<file path="config.mk">
export PLATFORM = sky130hd
export DESIGN_NAME = mp_add_sequencer
export DESIGN_NICKNAME = d
export VERILOG_FILES = /design/src/rtl/mp_add_pkg.sv /design/src/rtl/ripple_carry_adder_8bit.sv /design/src/rtl/mp_add_sequencer.sv
export SDC_FILE = /design/constraint.sdc
export NUM_CORES = 1
export LEC_CHECK = 0
export ABC_AREA = 1
export ABC_CLOCK_PERIOD_IN_PS = 6250
export CELL_PAD_IN_SITES_DETAIL_PLACEMENT = 2
export CELL_PAD_IN_SITES_GLOBAL_PLACEMENT = 2
export CORE_UTILIZATION = 36
export CTS_BUF_LIST = sky130_fd_sc_hd__clkbuf_16
export DETAILED_ROUTE_END_ITERATION = 10
export DONT_BUFFER_PORTS = 1
export HOLD_SLACK_MARGIN = 0.15
export PLACE_DENSITY_LB_ADDON = 0.1
export SETUP_SLACK_MARGIN = 0.3
export SKIP_CTS_REPAIR_TIMING = 1
export SYNTH_ARGS = -nofsm -noshare
export SYNTH_HDL_FRONTEND = slang
export SYNTH_SLANG_ARGS = --single-unit
</file>
<file path="constraint.sdc">
create_clock -name clk -period 6.25 [get_ports clk]
set_input_delay 0.625 -clock clk [delete_from_list [all_inputs] [get_ports clk]]
set_output_delay 0.625 -clock clk [all_outputs]
set_load 0.05 [all_outputs]
</file>
<file path="src/rtl/mp_add_pkg.sv">
// Shared types and constants for the multi-precision adder sequencer.
package mp_add_pkg;

    // Controller states: waiting for operands, stepping through bytes, holding a result
    typedef enum logic [1:0] {
        IDLE = 2'd0,
        RUN  = 2'd1,
        DONE = 2'd2
    } mp_state_t;

    // Width of one slice handled by the shared adder
    localparam int BYTE_W = 8;

endpackage

</file>
<file path="src/rtl/ripple_carry_adder_8bit.sv">
// Shared 8-bit ripple-carry adder built from a chain of full adders.
module ripple_carry_adder_8bit
    import mp_add_pkg::*;
(
    input  logic [BYTE_W-1:0] a,
    input  logic [BYTE_W-1:0] b,
    input  logic              cin,
    output logic [BYTE_W-1:0] sum,
    output logic              cout
);

    logic [BYTE_W:0] carry;

    assign carry[0] = cin;

    // One full adder per bit; the carry ripples from bit 0 upward
    genvar i;
    generate
        for (i = 0; i < BYTE_W; i++) begin : g_fa
            assign sum[i]     = a[i] ^ b[i] ^ carry[i];
            assign carry[i+1] = (a[i] & b[i]) | (carry[i] & (a[i] ^ b[i]));
        end
    endgenerate

    assign cout = carry[BYTE_W];

endmodule

</file>
<file path="src/rtl/mp_add_sequencer.sv">
// Multi-precision adder controller: one 8-bit adder reused for NUM_BYTES
// cycles, least-significant byte first, with valid/ready on both sides.
// Optional macro MP_ADD_SUBTRACT_EN adds an op_sub input for a-b.
module mp_add_sequencer
    import mp_add_pkg::*;
#(
    parameter int NUM_BYTES = 4
) (
    input  logic                          clk,
    input  logic                          rst_n,
    input  logic                          in_valid,
    output logic                          in_ready,
    input  logic [BYTE_W*NUM_BYTES-1:0]   a,
    input  logic [BYTE_W*NUM_BYTES-1:0]   b,
    input  logic                          cin,
`ifdef MP_ADD_SUBTRACT_EN
    input  logic                          op_sub,
`endif
    output logic                          busy,
    output logic                          res_valid,
    input  logic                          res_ready,
    output logic [BYTE_W*NUM_BYTES-1:0]   sum,
    output logic                          cout,
    output logic                          ovf
);

    localparam int IDX_W = (NUM_BYTES > 1) ? $clog2(NUM_BYTES) : 1;
    localparam logic [IDX_W-1:0] LAST_IDX = IDX_W'(NUM_BYTES - 1);

    mp_state_t state, state_next;

    logic [IDX_W-1:0]                   idx;
    logic                               carry_reg;
    logic [NUM_BYTES-1:0][BYTE_W-1:0]   a_reg;
    logic [NUM_BYTES-1:0][BYTE_W-1:0]   b_reg;
    logic [NUM_BYTES-1:0][BYTE_W-1:0]   sum_reg;
    logic                               cout_reg;
    logic                               ovf_reg;

    logic [BYTE_W-1:0] add_a;
    logic [BYTE_W-1:0] add_b;
    logic [BYTE_W-1:0] add_sum;
    logic              add_cout;
    logic              accept;
    logic              last_byte;
    logic              carry_into_msb;
    logic [BYTE_W*NUM_BYTES-1:0] b_load;
    logic              carry_load;

    assign in_ready  = (state == IDLE);
    assign busy      = (state != IDLE);
    assign res_valid = (state == DONE);
    assign accept    = in_valid && in_ready;
    assign last_byte = (idx == LAST_IDX);

    assign add_a = a_reg[idx];
    assign add_b = b_reg[idx];

    // Carry into bit 7 of the current slice, recovered from its sum bit
    assign carry_into_msb = add_a[BYTE_W-1] ^ add_b[BYTE_W-1] ^ add_sum[BYTE_W-1];

`ifdef MP_ADD_SUBTRACT_EN
    // Subtraction is a + ~b + 1, so invert b and force the initial carry
    assign b_load     = op_sub ? ~b : b;
    assign carry_load = op_sub ? 1'b1 : cin;
`else
    assign b_load     = b;
    assign carry_load = cin;
`endif

    ripple_carry_adder_8bit u_adder (
        .a    (add_a),
        .b    (add_b),
        .cin  (carry_reg),
        .sum  (add_sum),
        .cout (add_cout)
    );

    // State register
    always_ff @(posedge clk or negedge rst_n) begin
        if (!rst_n) begin
            state <= IDLE;
        end else begin
            state <= state_next;
        end
    end

    // Next-state decode: accept, step through bytes, wait for the consumer
    always_comb begin
        state_next = state;
        unique case (state)
            IDLE:    if (accept)    state_next = RUN;
            RUN:     if (last_byte) state_next = DONE;
            DONE:    if (res_ready) state_next = IDLE;
            default:                state_next = IDLE;
        endcase
    end

    // Operand capture, per-byte result write-back and final carry/overflow flags
    always_ff @(posedge clk or negedge rst_n) begin
        if (!rst_n) begin
            idx       <= '0;
            carry_reg <= 1'b0;
            a_reg     <= '0;
            b_reg     <= '0;
            sum_reg   <= '0;
            cout_reg  <= 1'b0;
            ovf_reg   <= 1'b0;
        end else begin
            case (state)
                IDLE: begin
                    if (accept) begin
                        a_reg     <= a;
                        b_reg     <= b_load;
                        carry_reg <= carry_load;
                        idx       <= '0;
                    end
                end
                RUN: begin
                    sum_reg[idx] <= add_sum;
                    carry_reg    <= add_cout;
                    if (last_byte) begin
                        cout_reg <= add_cout;
                        ovf_reg  <= carry_into_msb ^ add_cout;
                        idx      <= '0;
                    end else begin
                        idx <= idx + 1'b1;
                    end
                end
                default: begin
                end
            endcase
        end
    end

    assign sum  = sum_reg;
    assign cout = cout_reg;
    assign ovf  = ovf_reg;

endmodule

</file>
==> flow_summary_export.csv <==
group,metric,value,unit
outcome,status,"finished clean",
layout,layout.nets,674,
logic_synthesis,synth_cell_type_count,17,
logic_synthesis,yosysWarnings,0,
route,firstDrtPassIters,4,
placed_design,hpwl,9710,um
layout,num-fill-cells,1447,
layout,diodes,0,
global_routing,grt_remaining_overflow,0,
global_routing,grt_pass1_vias,4194,
clock_tree,clk_latency,350,ps
die,die_y,118,um
sta,setup_viol,0,
route,drt-met1-wl,5970,um
global_routing,grt_max_degree,104,
sta,hold_violations,0,
route,dr_total_vias,3853,
sta,relSlewSlack,18.3,%
clock_tree,cts_buffer_depth,2,
hold_path,holdCritPathClass,"primary input to asynchronous set/reset pin",
layout,final_common_cell,"nand2_1",
logic_synthesis,ys_ff_latch,103,
route,drtAntennaViolNets,0,
setup_path,critPathKind,"register to register",
setup_path,r2r_setup_slack,1360,ps
placed_design,gp_congestion,0.755,
logic_synthesis,synth_nets,689,
die,io_pins,106,
placed_design,postPlaceCellArea,4930,sq um
route,vias_per_cell,5.00,
logic_synthesis,syn_inst,608,
sta,period_share,78.2,%
die,die_w,118,um
setup_path,reg2reg_to,"ovf",
setup_path,crit_required,6530,ps
route,drt_wl_total,13500,um
logic_synthesis,synth_area_per_cell,7.93,sq um
sta,fmax,205,MHz
route,wl_met2,6850,um
route,wl_met3,552,um
setup_path,cp-endpoint,"ovf",
sta,worstMarginPinSlew,1220,ps
clock_tree,cts_sinks,103,
sta,maxSlewViolCount,0,
route,routed.top_layer,"met4",
route,drtIter0Drc,160,
clock_tree,cts_max_level,3,
global_routing,grtUsageTotal,20.9,%
placed_design,dp_slack,1350,ps
clock_tree,clockRootBuffer,"clkbuf_16",
placed_design,io_buffers,0,
sta,tns,0,ps
global_routing,antenna_found_initial,0,
layout,layout_common_cells,"nand2_1, dfrtp_1, nand3_1",
setup_path,startpoint,"idx[0]",
layout,design_area,5280,sq um
sta,finClkSkew,6.84,ps
sta,fin_ws,1360,ps
global_routing,grt_pass1_wl,22400,um
setup_path,cp.arrival,5170,ps
logic_synthesis,netlist_area,4820,sq um
route,wl_per_cell,17.5,um
setup_path,critPathMaxFanout,20,
sta,min_period,4890,ps
setup_path,r2r-start,"idx[0]",
layout,area_delta_synth_final,9.36,%
clock_tree,clk_pin_slew_worst_paths,70,ps
clock_tree,cts_buffers,9,
route,drc,0,
die,die_area,13900,sq um
die,num_rows,41,
clock_tree,cts_tree,"yes",
setup_path,r2r_cells,20,
sta,rsz0062_at_grt,"false",
job,maxCapViolations,0,
die,core,12800,sq um
layout,drive_gt1_share,3.85,%
setup_path,startpoint_type,"register",
setup_path,end_kind,"register",
logic_synthesis,ys_seq_area_share,53.4,%
die,start_util,37.6,%
## routing by layer
layer / vias up / GRT usage (%)
li1: 1848 / -
met1: 1918 / 26.0
met2: 79 / 36.2
met3: 8 / 5.38
met4: 0 / 4.57
met5: - / 0
## cell families after synthesis
| group | Yosys count | synth area share [%] |
|---|---|---|
| simple gates | 418 | 34.6 |
| compound gates | 17 | 2.54 |
| buf+inv | 58 | 5.06 |
| flops | 103 | 53.4 |
| fa+ha+maj | 12 | 4.36 |
## metrics by stage
stage               utilization, %  hold slack (ps)  std cells
detailed placement            38.5              333        753
global route                  41.1              243        770
global placement              38.5              333        753
finish                        41.1              210        770
floorplan                        -              329        608
CTS                           40.9            -45.7        769
## final cells by class
| type | count | area (sq um) | area share (%) |
|---|---|---|---|
| flip-flops and latches | 103 | 2580 | 48.9 |
| well taps | 172 | 215 | 4.08 |
| clock buffers | 9 | 225 | 4.27 |
| repair buffers | 5 | 57.6 | 1.09 |
| inverters | 27 | 101 | 1.92 |
| multi-input cells | 447 | 2010 | 38.1 |
| clock inverters | 7 | 88.8 | 1.68 |
## how the worst min path moves through the flow
stage / start / to / slack (ps) / depth (start not counted)
2_1_floorplan: rst_n / a_reg[0] / 330 / 0
3_3_place_gp: rst_n / sum[25] / 330 / 0
3_5_place_dp: rst_n / sum[25] / 330 / 0
4_1_cts: rst_n / sum[25] / -50 / 0
5_1_grt: rst_n / sum[24] / 240 / 1
6_report: rst_n / sum[25] / 210 / 1
## synth_stat cells, drive strengths merged
cell	number	area, sq um
nor2	9	46.3
clkbuf	7	26.3
buf	24	116
dfrtp	103	2580
o31ai	1	7.51
nand3	70	350
inv	25	93.8
o21ai	2	10.0
nand2	339	1270
fa	8	160
clkinv	2	7.51
o211ai	14	105
ha	4	50.1
## critical path: stages, from the launching register on
cell and delay (ps):
dfrtp_1 350, clkinv_1 500, nand2_1 250, nand2_1 80
nand2_1 60, nand2_1 70, fa_1 420, fa_1 410
fa_1 400, fa_1 400, fa_1 380, inv_1 90
fa_1 160, inv_1 50, fa_1 410, fa_1 440
nand2_1 90, inv_1 40, nor2_1 90, nand2_1 60
nand2_1 70
Power is not shown: default switching activity piles up to over one toggle a cycle in this logic, so the estimate is an artifact.
